--- src/rtl/lsu_ctrl_pkg.sv ---
// Shared load/store unit types and extension helpers for lsu_ctrl.
package lsu_ctrl_pkg;

    localparam int XLEN = 64;

    typedef enum logic [1:0] {
        BYTE   = 2'd0,
        HALF   = 2'd1,
        WORD   = 2'd2,
        DOUBLE = 2'd3
    } lsu_size_e;

    typedef enum logic [1:0] {
        IDLE  = 2'd0,
        ISSUE = 2'd1,
        WAIT  = 2'd2,
        RESP  = 2'd3
    } lsu_state_e;

    function automatic logic [XLEN-1:0] sext8(input logic [7:0] v);
        return {{(XLEN-8){v[7]}}, v};
    endfunction

    function automatic logic [XLEN-1:0] sext16(input logic [15:0] v);
        return {{(XLEN-16){v[15]}}, v};
    endfunction

    function automatic logic [XLEN-1:0] sext32(input logic [31:0] v);
        return {{(XLEN-32){v[31]}}, v};
    endfunction

    function automatic logic [XLEN-1:0] zext8(input logic [7:0] v);
        return {{(XLEN-8){1'b0}}, v};
    endfunction

    function automatic logic [XLEN-1:0] zext16(input logic [15:0] v);
        return {{(XLEN-16){1'b0}}, v};
    endfunction

    function automatic logic [XLEN-1:0] zext32(input logic [31:0] v);
        return {{(XLEN-32){1'b0}}, v};
    endfunction

endpackage

--- src/rtl/lsu_ctrl_load_fmt.sv ---
// Load formatter: shifts the raw doubleword down to the accessed lane and
// sign/zero-extends it according to access size.
module lsu_load_fmt
    import lsu_ctrl_pkg::*;
#(
    parameter int DATA_WIDTH = 64
) (
    input  logic [DATA_WIDTH-1:0] rdata,
    input  logic [2:0]            off,
    input  logic [1:0]            size,
    input  logic                  is_unsigned,
    output logic [DATA_WIDTH-1:0] result
);

    logic [DATA_WIDTH-1:0] shifted_s;

    // Lane select followed by width truncation and extension
    always_comb begin
        shifted_s = rdata >> {off, 3'b000};
        result    = shifted_s;
        case (lsu_size_e'(size))
            BYTE: begin
                if (is_unsigned) result = DATA_WIDTH'(zext8(shifted_s[7:0]));
                else             result = DATA_WIDTH'(sext8(shifted_s[7:0]));
            end
            HALF: begin
                if (is_unsigned) result = DATA_WIDTH'(zext16(shifted_s[15:0]));
                else             result = DATA_WIDTH'(sext16(shifted_s[15:0]));
            end
            WORD: begin
                if (is_unsigned) result = DATA_WIDTH'(zext32(shifted_s[31:0]));
                else             result = DATA_WIDTH'(sext32(shifted_s[31:0]));
            end
            DOUBLE:  result = shifted_s;
            default: result = shifted_s;
        endcase
    end

endmodule

--- src/rtl/lsu_ctrl.sv ---
// Single-outstanding load/store controller between core and memory.
// Optional macro LSU_MISALIGN_TRAP_EN: misaligned requests fault instead of aligning down.
module lsu_ctrl
    import lsu_ctrl_pkg::*;
#(
    parameter int DATA_WIDTH = 64,
    parameter int ADDR_WIDTH = 64
) (
    input  logic                  clk,
    input  logic                  rst_n,
    input  logic                  req_valid,
    output logic                  req_ready,
    input  logic                  req_is_store,
    input  logic [1:0]            req_size,
    input  logic                  req_unsigned,
    input  logic [ADDR_WIDTH-1:0] req_addr,
    input  logic [DATA_WIDTH-1:0] req_wdata,
    input  logic [4:0]            req_rd,
    output logic                  mem_req_valid,
    input  logic                  mem_req_ready,
    output logic                  mem_we,
    output logic [ADDR_WIDTH-1:0] mem_addr,
    output logic [DATA_WIDTH-1:0] mem_wdata,
    output logic [7:0]            mem_wstrb,
    input  logic                  mem_rsp_valid,
    input  logic [DATA_WIDTH-1:0] mem_rdata,
    output logic                  resp_valid,
    input  logic                  resp_ready,
    output logic [DATA_WIDTH-1:0] resp_rdata,
    output logic [4:0]            resp_rd,
    output logic                  resp_err,
    output logic                  busy
);

    lsu_state_e            state_r;
    logic [2:0]            off_r;
    logic [1:0]            size_r;
    logic                  uns_r;
    logic [2:0]            off_s;
    logic [7:0]            strb_s;
    logic [DATA_WIDTH-1:0] wdata_s;
    logic [DATA_WIDTH-1:0] fmt_s;
    logic                  trap_s;

    // Size-aligned lane offset, strobes and lane-shifted store data
    always_comb begin
        off_s  = req_addr[2:0];
        strb_s = 8'h01;
        case (lsu_size_e'(req_size))
            BYTE:    begin off_s = req_addr[2:0];            strb_s = 8'h01; end
            HALF:    begin off_s = {req_addr[2:1], 1'b0};    strb_s = 8'h03; end
            WORD:    begin off_s = {req_addr[2], 2'b00};     strb_s = 8'h0F; end
            DOUBLE:  begin off_s = 3'b000;                   strb_s = 8'hFF; end
            default: begin off_s = req_addr[2:0];            strb_s = 8'h01; end
        endcase
        strb_s  = strb_s << off_s;
        wdata_s = req_wdata << {off_s, 3'b000};
    end

`ifdef LSU_MISALIGN_TRAP_EN
    // Alignment only drops bits when the address was misaligned
    assign trap_s = (off_s != req_addr[2:0]);
`else
    assign trap_s = 1'b0;
`endif

    lsu_load_fmt #(
        .DATA_WIDTH (DATA_WIDTH)
    ) u_load_fmt (
        .rdata       (mem_rdata),
        .off         (off_r),
        .size        (size_r),
        .is_unsigned (uns_r),
        .result      (fmt_s)
    );

    // Control FSM with all core- and memory-facing outputs registered
    always_ff @(posedge clk or negedge rst_n) begin
        if (!rst_n) begin
            state_r       <= IDLE;
            req_ready     <= 1'b1;
            busy          <= 1'b0;
            mem_req_valid <= 1'b0;
            mem_we        <= 1'b0;
            mem_addr      <= '0;
            mem_wdata     <= '0;
            mem_wstrb     <= 8'h00;
            resp_valid    <= 1'b0;
            resp_rdata    <= '0;
            resp_rd       <= 5'd0;
            resp_err      <= 1'b0;
            off_r         <= 3'b000;
            size_r        <= 2'b00;
            uns_r         <= 1'b0;
        end else begin
            case (state_r)
                IDLE: begin
                    if (req_valid) begin
                        req_ready <= 1'b0;
                        busy      <= 1'b1;
                        mem_we    <= req_is_store;
                        mem_addr  <= {req_addr[ADDR_WIDTH-1:3], 3'b000};
                        mem_wdata <= wdata_s;
                        mem_wstrb <= strb_s;
                        off_r     <= off_s;
                        size_r    <= req_size;
                        uns_r     <= req_unsigned;
                        resp_rd   <= req_rd;
                        if (trap_s) begin
                            resp_valid <= 1'b1;
                            resp_err   <= 1'b1;
                            resp_rdata <= '0;
                            state_r    <= RESP;
                        end else begin
                            mem_req_valid <= 1'b1;
                            state_r       <= ISSUE;
                        end
                    end else begin
                        state_r <= IDLE;
                    end
                end
                ISSUE: begin
                    if (mem_req_ready) begin
                        mem_req_valid <= 1'b0;
                        // A completion coincident with the handshake is taken at once
                        if (mem_rsp_valid) begin
                            resp_valid <= 1'b1;
                            resp_rdata <= mem_we ? '0 : fmt_s;
                            state_r    <= RESP;
                        end else begin
                            state_r <= WAIT;
                        end
                    end else begin
                        state_r <= ISSUE;
                    end
                end
                WAIT: begin
                    if (mem_rsp_valid) begin
                        resp_valid <= 1'b1;
                        resp_rdata <= mem_we ? '0 : fmt_s;
                        state_r    <= RESP;
                    end else begin
                        state_r <= WAIT;
                    end
                end
                RESP: begin
                    if (resp_ready) begin
                        resp_valid <= 1'b0;
                        resp_err   <= 1'b0;
                        req_ready  <= 1'b1;
                        busy       <= 1'b0;
                        state_r    <= IDLE;
                    end else begin
                        state_r <= RESP;
                    end
                end
                default: begin
                    state_r <= IDLE;
                end
            endcase
        end
    end

endmodule

--- config.mk ---
export PLATFORM = sky130hd
export DESIGN_NAME = lsu_ctrl
export DESIGN_NICKNAME = d
export VERILOG_FILES = /design/src/rtl/lsu_ctrl_pkg.sv /design/src/rtl/lsu_ctrl_load_fmt.sv /design/src/rtl/lsu_ctrl.sv
export SDC_FILE = /design/constraint.sdc
export NUM_CORES = 1
export LEC_CHECK = 0
export ABC_AREA = 1
export CAP_MARGIN = 0
export CORE_MARGIN = 2
export CORE_UTILIZATION = 50
export DETAILED_ROUTE_END_ITERATION = 7
export PLACE_DENSITY = 0.95
export SLEW_MARGIN = 5
export SYNTH_ARGS = -nofsm -noshare
export SYNTH_HDL_FRONTEND = slang
export SYNTH_HIERARCHICAL = 1
export SYNTH_SLANG_ARGS = --single-unit
--- constraint.sdc ---
create_clock -name clk -period 3.3 [get_ports clk]
set_input_delay 0.66 -clock clk [delete_from_list [all_inputs] [get_ports clk]]
set_output_delay 0.66 -clock clk [all_outputs]
set_load 0.005 [all_outputs]
==> flow_summary.yaml <==
finish:
  area_growth_pct: 40.63
  drive_above_1_share_pct: 5.610
  nNetsFinal: 2345
  final_core_util_pct: 71.67
timing:
  maxSlewHeadroom_pct: 39.35
  hold_viol_final: 0
  finClkSkew_ps: 20.66
  post-route-min-period_ps: 2342
  rsz0062_at_grt: "no"
  finalSetupViolCount: 0
  worst_slew_pin_slew_ps: 909.7
  fmax_ghz: 0.4270
  timing.final.crit_share_pct: 70.97
  slew_violations: 0
  tns_ps: 0
cts:
  ctsResizeCount: 0
  clk_pin_slew_ps: 60
  cts_max_path_buffers: 3
  cts_setup_buffers: 0
  htree_num_levels: 1
  cts_tree: "yes"
  clk_latency_ps: 540
  cts_buffers: 25
  postCtsHoldBufs: 0
  clockRootBuffer: "clkbuf_16"
  cts_sinks: 215
floorplanning:
  die-area_mm2: 0.02606
  start_util_pct: 50.96
  die_y_um: 161.4
  std_cell_rows: 57
  num_io_pins: 418
  core_region_area_mm2: 0.02432
  die_w_um: 161.4
detailed_routing:
  postRouteWirelength_mm: 47.87
  drc: 0
  drtIter0Drc: 1564
  dr.pass1.iters: 6
  vias: 14250
  drt.antenna.violating_nets: 0
  routedWlPerCell_um: 19.29
  viasPerCell: 5.739
synthesis:
  ys.flop_type: "dfrtp_1"
  synth_top_family_by_area: "simple AND/OR/NAND/NOR gates"
  muxShareOfSynthArea_pct: 0.08076
  yosysWarnings: 6
  synth_compound_area_share_pct: 5.946
  synth-xor-area-share_pct: 0
  ys_ff_latch: 215
  async_flop_share_pct: 100.0
  synth_simple_gate_area_share_pct: 42.18
  synth_cell_types: 34
  syn_avg_cell_area_um2: 6.886
  syn_inst: 1800
  synthAdderAreaFrac_pct: 0
  synth-seq-area-share_pct: 43.42
  synth_edf_count: 0
  synth_area_mm2: 0.01239
placement:
  gp_congestion: 0.9891
  dp_hpwl_mm: 34.44
  port_buffers: 413
setup_path:
  cp.required_ps: 3710
  crit_fanout: 69
  worstSetupPathType: "reg -> reg"
  cp_data_arrival_time_ps: 2750
  start_kind: "flop"
  crit_path_end_kind: "flop"
global_routing:
  grtUsageMet2_pct: 59.40
  grt.busiest_layer: "met2"
  antenna_found_initial: 3
  grt_pass1_vias: 13430
  gr-total-overflow: 0
  grtUsageMet1_pct: 44.82
  grtUsageTotal_pct: 35.65
  use_met3_pct: 7.216
  grt_start_max_net_pins: 106
  grt_pass1_wl_mm: 73.71
power_and_ir_drop:
  leakage_nw: 8.740
  powerDensity_mw_per_mm2: 859.1
  total_power_mw: 14.97
  peakVddDrop_mv: 0.5031
status:
  run_status: "completed"
flow_run:
  cap_violations: 0
worst_hold_path:
  hold_path.class: "in -> async"
-- report_power, final --
group          switching (mW)  internal, mW  leakage, nW
registers               0.772          3.72         2.75
clock network            1.16          1.78        0.445
logic                    4.16          3.38         5.54
-- cells by family (layout without fill, tap and decap cells) --
group / Yosys count / in the layout
AO/OA/AOI/OAI: 133 / 133
AND/OR/NAND/NOR: 1231 / 1231
other: 1 / 5
buffers and inverters: 219 / 573
flip-flops: 215 / 215
multiplexers: 1 / 1
-- cells in the mapped netlist (2+ instances only) --
cell type,n,area share (%)
buf_6,7,0.64
nand3_2,2,0.16
or2_2,8,0.40
o21ai_0,68,2.7
dfrtp_1,214,43
o211ai_1,11,0.67
nand2_1,791,24
nand4_1,13,0.66
inv_1,73,2.2
buf_2,65,2.6
nand2_2,14,0.71
o21a_1,2,0.12
a22oi_1,2,0.12
nand3_1,374,15
clkbuf_1,41,1.2
a21oi_1,23,0.93
buf_1,5,0.15
o21ai_1,17,0.69
nor2_1,23,0.70
a22o_1,8,0.57
inv_2,9,0.27
buf_4,18,1.1
-- final timing paths --
check / startpoint / to / slack (ps) / cells past startpoint
worst min-delay path: rst_n / resp_rdata[32] / 160 / 1
min in group clk: req_ready / req_ready / 460 / 2
worst max register to register: off_r[0] / resp_rdata[35] / 960 / 11
max in group asynchronous: rst_n / mem_wdata[52] / 2310 / 2
worst max-delay path: off_r[0] / resp_rdata[35] / 960 / 11
worst min register to register: req_ready / req_ready / 460 / 2
-- registers in the layout (all words and copies together) (netlist names), 2 cells and up --
register    cells
mem_addr       61
mem_wdata      64
mem_wstrb       8
off_r           3
resp_rd         5
resp_rdata     64
size_r          2
state_r         2
-- critical path: stages (launching register included) --
cell and delay (ps):
dfrtp_2 370, buf_4 520, nand2_1 160, nand3_1 120, nand3_1 140, nand3_1 110, buf_4 340, nand2_1 110
inv_1 90, nand2_1 70, nand3_1 110, nand2_1 80
-- area by class of cell --
| class | instances | area (um^2) |
|---|---|---|
| inverters | 82 | 307.8 |
| repair buffers | 445 | 4437 |
| multi-input cells | 1369 | 6007 |
| fillers | 1947 | 6889 |
| clock buffers | 37 | 770.7 |
| clock inverters | 9 | 117.6 |
| diodes | 1 | 2.502 |
| well taps | 324 | 405.4 |
| flip-flops and latches | 215 | 5383 |
-- per-stage QoR --
stage / cell area, um^2 / hold slack (ps) / cells / setup slack, ps
after CTS: 17430 / 215.1 / 2481 / 1034
after floorplan: 12410 / 364.4 / 1803 / 1602
final: 17430 / 162.0 / 2482 / 958.1
after detailed placement: 16540 / 456.7 / 2435 / 584.6
after global placement: 16540 / 450.0 / 2435 / 672.7
after global routing: 17430 / 239.1 / 2482 / 802.2
-- routing by layer --
layer	part of all wire, %	wire, um	up-vias
met5	0	0	-
met4	5.0	2415	0
met3	10	4780	168
met2	48	23070	917
met1	37	17610	6681
li1	-	-	6479
-- cells in the final DEF, fill, tap and decap left out, types with 3 or more instances in the layout --
cell / instances
conb_1: 4
inv_1: 71
clkbuf_8: 10
buf_12: 5
o21ai_0: 68
dfrtp_1: 213
nand2_2: 15
clkdlybuf4s50_1: 411
a21oi_1: 23
or2_2: 8
nand3_1: 374
o211ai_1: 11
nor2_1: 21
a22o_1: 8
nand4_1: 13
clkinv_2: 4
buf_4: 27
o21ai_1: 17
nor2_4: 3
clkbuf_16: 25
inv_2: 9
nand2_1: 790
No activity file was read; power rests on OpenSTA's default activity.
